File: src/rtl/dac_spi_driver_if.sv
// Sample stream from the waveform generator into the DAC SPI driver:
// 8-bit code, one-cycle update strobe and an accept enable.
interface dac_spi_driver_if;
  logic [7:0] sample_i;
  logic       sample_valid_i;
  logic       enable_i;

  modport master (
    output sample_i,
    output sample_valid_i,
    output enable_i
  );

  modport slave (
    input sample_i,
    input sample_valid_i,
    input enable_i
  );
endinterface

File: src/rtl/dac_spi_driver.sv
// Serialises 8-bit DAC codes into 16-bit mode-0 SPI frames, with a
// one-deep pending buffer and a saturating overrun counter.
module dac_spi_driver #(
  parameter int         CLK_DIV = 4,
  parameter logic [3:0] CMD     = 4'b0011
) (
  input  logic              caravel_wb_clk_i,
  input  logic              caravel_wb_rst_i,
  dac_spi_driver_if.slave   smp,
  output logic              spi_sclk_o,
  output logic              spi_mosi_o,
  output logic              spi_cs_n_o,
  output logic              busy_o,
  output logic              frame_done_o,
  output logic [7:0]        overrun_count_o
);

  localparam int CW = (CLK_DIV > 1) ? $clog2(CLK_DIV) : 1;
  localparam logic [CW-1:0] DLAST = CW'(CLK_DIV - 1);

  typedef enum logic [2:0] {
    IDLE,
    SETUP,
    HIGH,
    LOW,
    TAIL,
    GAP
  } state_t;

  state_t        state;
  logic [CW-1:0] div;
  logic [3:0]    nbit;
  logic [14:0]   shreg;
  logic [7:0]    pend_data;
  logic          pend_v;

  logic consume;
  logic take;
  logic div_end;

  assign consume = (state == IDLE) && pend_v;
  assign take    = smp.sample_valid_i && smp.enable_i;
  assign div_end = (div == DLAST);
  assign busy_o  = (state != IDLE) || pend_v;

  // A strobe landing on the consume edge refills the buffer without loss.
  always_ff @(posedge caravel_wb_clk_i) begin
    if (caravel_wb_rst_i) begin
      pend_v          <= 1'b0;
      pend_data       <= 8'h00;
      overrun_count_o <= 8'h00;
    end else if (!smp.enable_i) begin
      pend_v <= 1'b0;
    end else if (take) begin
      pend_data <= smp.sample_i;
      pend_v    <= 1'b1;
      if (pend_v && !consume && overrun_count_o != 8'hff)
        overrun_count_o <= overrun_count_o + 8'd1;
    end else if (consume) begin
      pend_v <= 1'b0;
    end
  end

  always_ff @(posedge caravel_wb_clk_i) begin
    if (caravel_wb_rst_i) begin
      state        <= IDLE;
      div          <= '0;
      nbit         <= 4'd0;
      shreg        <= 15'd0;
      spi_sclk_o   <= 1'b0;
      spi_mosi_o   <= 1'b0;
      spi_cs_n_o   <= 1'b1;
      frame_done_o <= 1'b0;
    end else begin
      frame_done_o <= 1'b0;
      if (state != IDLE)
        div <= div_end ? '0 : div + CW'(1);
      unique case (state)
        IDLE: begin
          if (pend_v) begin
            shreg      <= {CMD[2:0], pend_data, 4'b0000};
            spi_mosi_o <= CMD[3];
            spi_cs_n_o <= 1'b0;
            nbit       <= 4'd0;
            state      <= SETUP;
          end
        end
        SETUP: begin
          if (div_end) begin
            spi_sclk_o <= 1'b1;
            state      <= HIGH;
          end
        end
        HIGH: begin
          if (div_end) begin
            spi_sclk_o <= 1'b0;
            if (nbit == 4'd15) begin
              state <= TAIL;
            end else begin
              nbit       <= nbit + 4'd1;
              spi_mosi_o <= shreg[14];
              shreg      <= {shreg[13:0], 1'b0};
              state      <= LOW;
            end
          end
        end
        LOW: begin
          if (div_end) begin
            spi_sclk_o <= 1'b1;
            state      <= HIGH;
          end
        end
        TAIL: begin
          if (div_end) begin
            spi_cs_n_o   <= 1'b1;
            spi_mosi_o   <= 1'b0;
            frame_done_o <= 1'b1;
            state        <= GAP;
          end
        end
        GAP: begin
          if (div_end)
            state <= IDLE;
        end
        default: state <= IDLE;
      endcase
    end
  end

endmodule
File: src/flat_wrapper.sv
// flat-port wrapper written by rule: the top's interface ports become plain ports
module dac_spi_driver_flat 
#(
  parameter int         CLK_DIV = 4,
  parameter logic [3:0] CMD     = 4'b0011
)
  (caravel_wb_clk_i, caravel_wb_rst_i, spi_sclk_o, spi_mosi_o, spi_cs_n_o, busy_o, frame_done_o, overrun_count_o, smp_sample_i, smp_sample_valid_i, smp_enable_i);
  dac_spi_driver_if smp_i ();
  input  logic caravel_wb_clk_i;
  input  logic caravel_wb_rst_i;
  output logic spi_sclk_o;
  output logic spi_mosi_o;
  output logic spi_cs_n_o;
  output logic busy_o;
  output logic frame_done_o;
  output logic [7:0] overrun_count_o;
  input wire logic [$bits(smp_i.sample_i)-1:0] smp_sample_i;
  input wire logic [$bits(smp_i.sample_valid_i)-1:0] smp_sample_valid_i;
  input wire logic [$bits(smp_i.enable_i)-1:0] smp_enable_i;
  assign smp_i.sample_i = smp_sample_i;
  assign smp_i.sample_valid_i = smp_sample_valid_i;
  assign smp_i.enable_i = smp_enable_i;
  dac_spi_driver #(.CLK_DIV(CLK_DIV), .CMD(CMD)) u_core (.caravel_wb_clk_i(caravel_wb_clk_i), .caravel_wb_rst_i(caravel_wb_rst_i), .smp(smp_i), .spi_sclk_o(spi_sclk_o), .spi_mosi_o(spi_mosi_o), .spi_cs_n_o(spi_cs_n_o), .busy_o(busy_o), .frame_done_o(frame_done_o), .overrun_count_o(overrun_count_o));
endmodule
File: config.mk
export PLATFORM = sky130hd
export DESIGN_NAME = dac_spi_driver_flat
export DESIGN_NICKNAME = d
export VERILOG_FILES = /design/src/rtl/dac_spi_driver_if.sv /design/src/rtl/dac_spi_driver.sv /design/src/flat_wrapper.sv
export SDC_FILE = /design/constraint.sdc
export NUM_CORES = 1
export LEC_CHECK = 0
export CAP_MARGIN = 20
export CORE_ASPECT_RATIO = 0.5
export CORE_UTILIZATION = 29
export DETAILED_ROUTE_END_ITERATION = 10
export GPL_ROUTABILITY_DRIVEN = 0
export SLEW_MARGIN = 25
export SYNTH_ARGS = -nofsm -noshare
export SYNTH_HDL_FRONTEND = slang
export SYNTH_SLANG_ARGS = --single-unit
export TNS_END_PERCENT = 50
File: constraint.sdc
create_clock -name caravel_wb_clk_i -period 5.05 [get_ports caravel_wb_clk_i]
set_input_delay 0.505 -clock caravel_wb_clk_i [delete_from_list [all_inputs] [get_ports caravel_wb_clk_i]]
set_output_delay 0.505 -clock caravel_wb_clk_i [all_outputs]
set_load 0.01 [all_outputs]
* After elaboration in Yosys (flattened, before gate mapping)
Cells that the tools add are included.
Word-level totals: bits in registers 45, output and inout port bits 13, bits of input ports 12
Operators by class: reductions and logical operators 23, bitwise gates (word level) 2, equal/unequal tests 14, multiplexer cells 27, $add $sub $neg 3
Operator list (number):
- two-way mux 15 bit | 3
- one-hot mux 15 bit (2 select lines) | 1
- two-way mux 3 bit | 6
- one-hot mux 3 bit (5 select lines) | 1
- two-way mux 4 bit | 3
- != test 2 x 1 -> 1 bit, second input constant | 5
- AND reduction 5 bit | 2
- AND reduction 3 bit | 3
- adder 8 x 1 -> 8 bit, second input constant | 1
- two-way mux 1 bit | 8
- != test 8 bit, second input constant | 1
- one-hot mux 4 bit (2 select lines) | 1
- nonzero test 2 bit | 4
- == test 3 x 2 -> 1 bit, second input constant | 2
- == test 3 bit, second input constant | 2
- nonzero test 3 bit | 2
- OR reduction 2 bit | 3
- adder 4 x 1 -> 4 bit, second input constant | 1
- == test 4 bit, second input constant | 1
- logical AND 1 bit | 4
- one-hot mux 1 bit (2 select lines) | 2
- AND reduction 4 bit | 1
- == test 3 x 1 -> 1 bit, second input constant | 1
- logical NOT 3 bit | 1
- other kinds (9) | 10

* Logic depth before layout (Yosys ltp)
depth after elaboration 6, depth in mapped cells 7, gate-level depth less buffers 5

* Worst setup path after synthesis
Ideal clock, no wire load.
path kind flip-flop to flip-flop, from register u_core.nbit[0], to register u_core.nbit[3], required time 4.976 ns, data arrival time 1.695 ns, stages on the path, launching flop included 7, slack 3.281 ns, setup time 0.074 ns, clock period less this slack 1.769 ns, path through dfxtp_1 ha_1 and3_1 clkbuf_1 or3_4 or3_1 a31oi_1
On the way: cells in the longest elaborated chain, start to end 4, elaborated cells between the ends (all ways) 7
RTL lines:
- start: declaration | RTL line dac_spi_driver.sv:32 | logic [3:0] nbit;
- start signal: assignment | RTL line dac_spi_driver.sv:100 | nbit <= nbit + 4'd1;
- adder 4 x 1 -> 4 bit | RTL line dac_spi_driver.sv:100
- two-way mux 4 bit | RTL line dac_spi_driver.sv:97 | if (nbit == 4'd15) begin
- two-way mux 4 bit | RTL line dac_spi_driver.sv:95 | if (div_end) begin
- one-hot mux 4 bit (2 select lines) | RTL line dac_spi_driver.sv:78 | unique case (state)
Several ways; a longest one is shown, not always the timed one. The select of a mux whose other input is x is not followed. A chain may end at the register's enable or synchronous reset.

* Worst setup path in the final report
from register u_core.state[2], to output port busy_o
On the way: cells in the longest elaborated chain, start to end 2
RTL lines:
- start: declaration | RTL line dac_spi_driver.sv:30 | state_t state;
- start signal: assignment | RTL line dac_spi_driver.sv:66 | state <= IDLE;
- start signal: assignment | RTL line dac_spi_driver.sv:85 | state <= SETUP;
- start signal: assignment | RTL line dac_spi_driver.sv:91 | state <= HIGH;
- nonzero test 3 bit | RTL line dac_spi_driver.sv:44 | assign busy_o = (state != IDLE) || pend_v;
- logical OR 1 bit | RTL line dac_spi_driver.sv:44
- end: declaration | RTL line flat_wrapper.sv:14 | output logic busy_o;
Every way passes these cells.

==> reports/results.tsv <==
metric	value	unit
core region area	5682	sq um
Synth cell types	37	
initial antenna violation count	0	
fin crit period	2.494	ns
drt pass-1 iters	4	
f_max	400.9	MHz
Worst Skew	0.003629	ns
Top Ports	25	
CTS tree	built	
number of synthesized flops with an enable pin	0	
Final Cycle Share	0.4939	
outcome	finished, final reports clean	
Worst-Skew Late Latency	0.28	ns
area added between synthesis and finish	23.56	%
initial DRC count	92	
Post-CTS Setup Repair Bufs	0	
fin cells	302	
# port buffers	24	
Synth Net Count	224	
layout cells sized above 1	0.04367	
Setup crit start	u_core.state[2]	
DIE HEIGHT	57.39	microns
CP endpoint kind	primary output	
Area after DPL	2059	sq um
asr flop ratio synth	0	
Static Leak	0.7211	nW
Worst Path Arrival	1.99	ns
Detail Placement HPWL	2642	microns
first-pass GRT wire length	6782	microns
Net count, final	243	
hold_buf cts	0	
Most used DFF post-synth	dfxtp_1	
vias in the first global route	1493	
Max-slew headroom	0.3955	
Max Slew Vio Count	0	
critical path class	reg2out	
gr ovfl total	0	
Syn Inst Count	209	
RR Startpoint	u_core.state[1]	
Vias	1576	
synthesized area	1779	sq um
Max Cap Viol	0	
clock buffer depth	2	
initial core utilization	0.3131	
Final setup viols	0	
Synth warnings	0	
Yosys reg bits	41	
clk root buf	clkbuf_16	
chip width	112.8	microns
final-report hold violation count	0	
Layout Cell Area excl Fill	2198	sq um
CP Max Fanout	15	
routed len/inst	12.81	microns
Vias/cell	5.219	
Mapped Avg Cell Area	8.513	sq um
Peak VDD IR	0.1415	mV
startpoint class of the critical path	flip-flop	
clock slew at reported path FFs	0.06	ns
die area	6471	sq um
Seq/Total Area, Yosys	0.4613	
worst hold start	u_core.pend_data[0]	
antenna cells	0	
Worst R2R Setup Slack	3.03	ns
H-Tree Depth	2	
Final TNS setup	0	ns
Overall Power	0.6830	mW
RSZ-0062 raised after global routing	no	
drt drc	0	
WP data required	4.55	ns
largest net degree at the start of global routing	42	
leading cell type in the layout, fill and taps excluded	dfxtp_1	
Worst Max-Slew Pin Slew	0.9027	ns
row count	19	
most frequent cells in the layout	dfxtp_1, a21oi_1, nand2_1, clkdlybuf4s50_1, nor2_1	
Routed Antenna Nets	0	
all-layer global routing usage	0.1308	
placed cells	294	
hold crit path type	reg2reg	
drt total wl	3869	microns
number of buffers created by CTS	5	
Worst Hold Margin	0.4627	ns
# clock sinks	41	
power per cell area	310.7	nW/um^2
# resized after CTS	0	
## path summary, 6_finish.rpt
| kind | end | cells past startpoint |
|---|---|---|
| setup / recovery | busy_o | 3 |
| hold / removal | u_core.pend_data[0] | 2 |
| setup reg to reg | u_core.overrun_count_o[7] | 4 |
| hold reg to reg | u_core.pend_data[0] | 2 |
## through the flow
step                      setup slack [ns]    util
final                                2.556  0.3869
after global routing                 2.431  0.3869
after CTS                            2.541  0.3869
after detailed placement             2.432  0.3625
after global placement               2.529  0.3625
after floorplan                      3.281       -
## layer usage
metal  global-route usage  routed length, microns  part of all wire
met4              0.05143                      27            0.0070
met3              0.02869                     106             0.027
met5                    0                       0                 0
met2               0.2169                    1791              0.46
met1               0.1682                    1943              0.50
## final cells by class
| class | instances | area [sq um] |
|---|---|---|
| well taps | 73 | 91.34 |
| clock inverters | 2 | 10.01 |
| clock buffers | 6 | 128.9 |
| repair buffers | 25 | 247.7 |
| fillers | 556 | 3483 |
| flip-flops and latches | 41 | 820.8 |
| multi-input cells | 152 | 888.4 |
| inverters | 3 | 11.26 |
## registers in the layout (all words and copies together), names as in the netlist
| name | count |
|---|---|
| u_core.div | 2 |
| u_core.pend_data | 8 |
| u_core.state | 3 |
| u_core.nbit | 4 |
| u_core.frame_done_o | 1 |
| u_core.spi_cs_n_o | 1 |
| u_core.shreg | 11 |
| u_core.spi_sclk_o | 1 |
| u_core.spi_mosi_o | 1 |
| u_core.pend_v | 1 |
| u_core.overrun_count_o | 8 |
## synth_stat cells, drive strengths merged, types with 2 or more instances
cell type	count	share of area
or4	3	0.013
o31ai	4	0.017
nand3b	2	0.0084
nand4b	2	0.0098
mux2i	8	0.045
or3	7	0.027
ha	3	0.021
nand2	26	0.055
nand4	3	0.011
inv	3	0.0063
clkbuf	10	0.021
nor3	3	0.0084
o21a	2	0.0084
nand3	6	0.017
dfxtp	41	0.46
nor2	16	0.035
o21ai	11	0.031
a21oi	33	0.093
a211oi	9	0.038
buf	3	0.012
## report_power, final
part,switching (mW),internal (mW)
Combinational,0.0239,0.0212
Sequential,0.00590,0.333
Clock,0.118,0.181
## worst max-delay path, stage by stage (launching register included)
cell             delay (ns)
dfxtp_1                0.41
or2_1                  0.45
or3_1                  0.37
clkdlybuf4s50_1        0.48
## logic make-up (layout without fill, tap and decap cells)
logic type,after synthesis,after routing,share of synthesized area
xor+xnor,1,1,0.004924
buf+inv,16,36,0.03938
simple gates,74,74,0.2082
flops,41,41,0.4613
fa+ha+maj,3,3,0.02110
compound gates,66,66,0.2201
mux,8,8,0.04501
No activity file was read; power rests on OpenSTA's default activity.
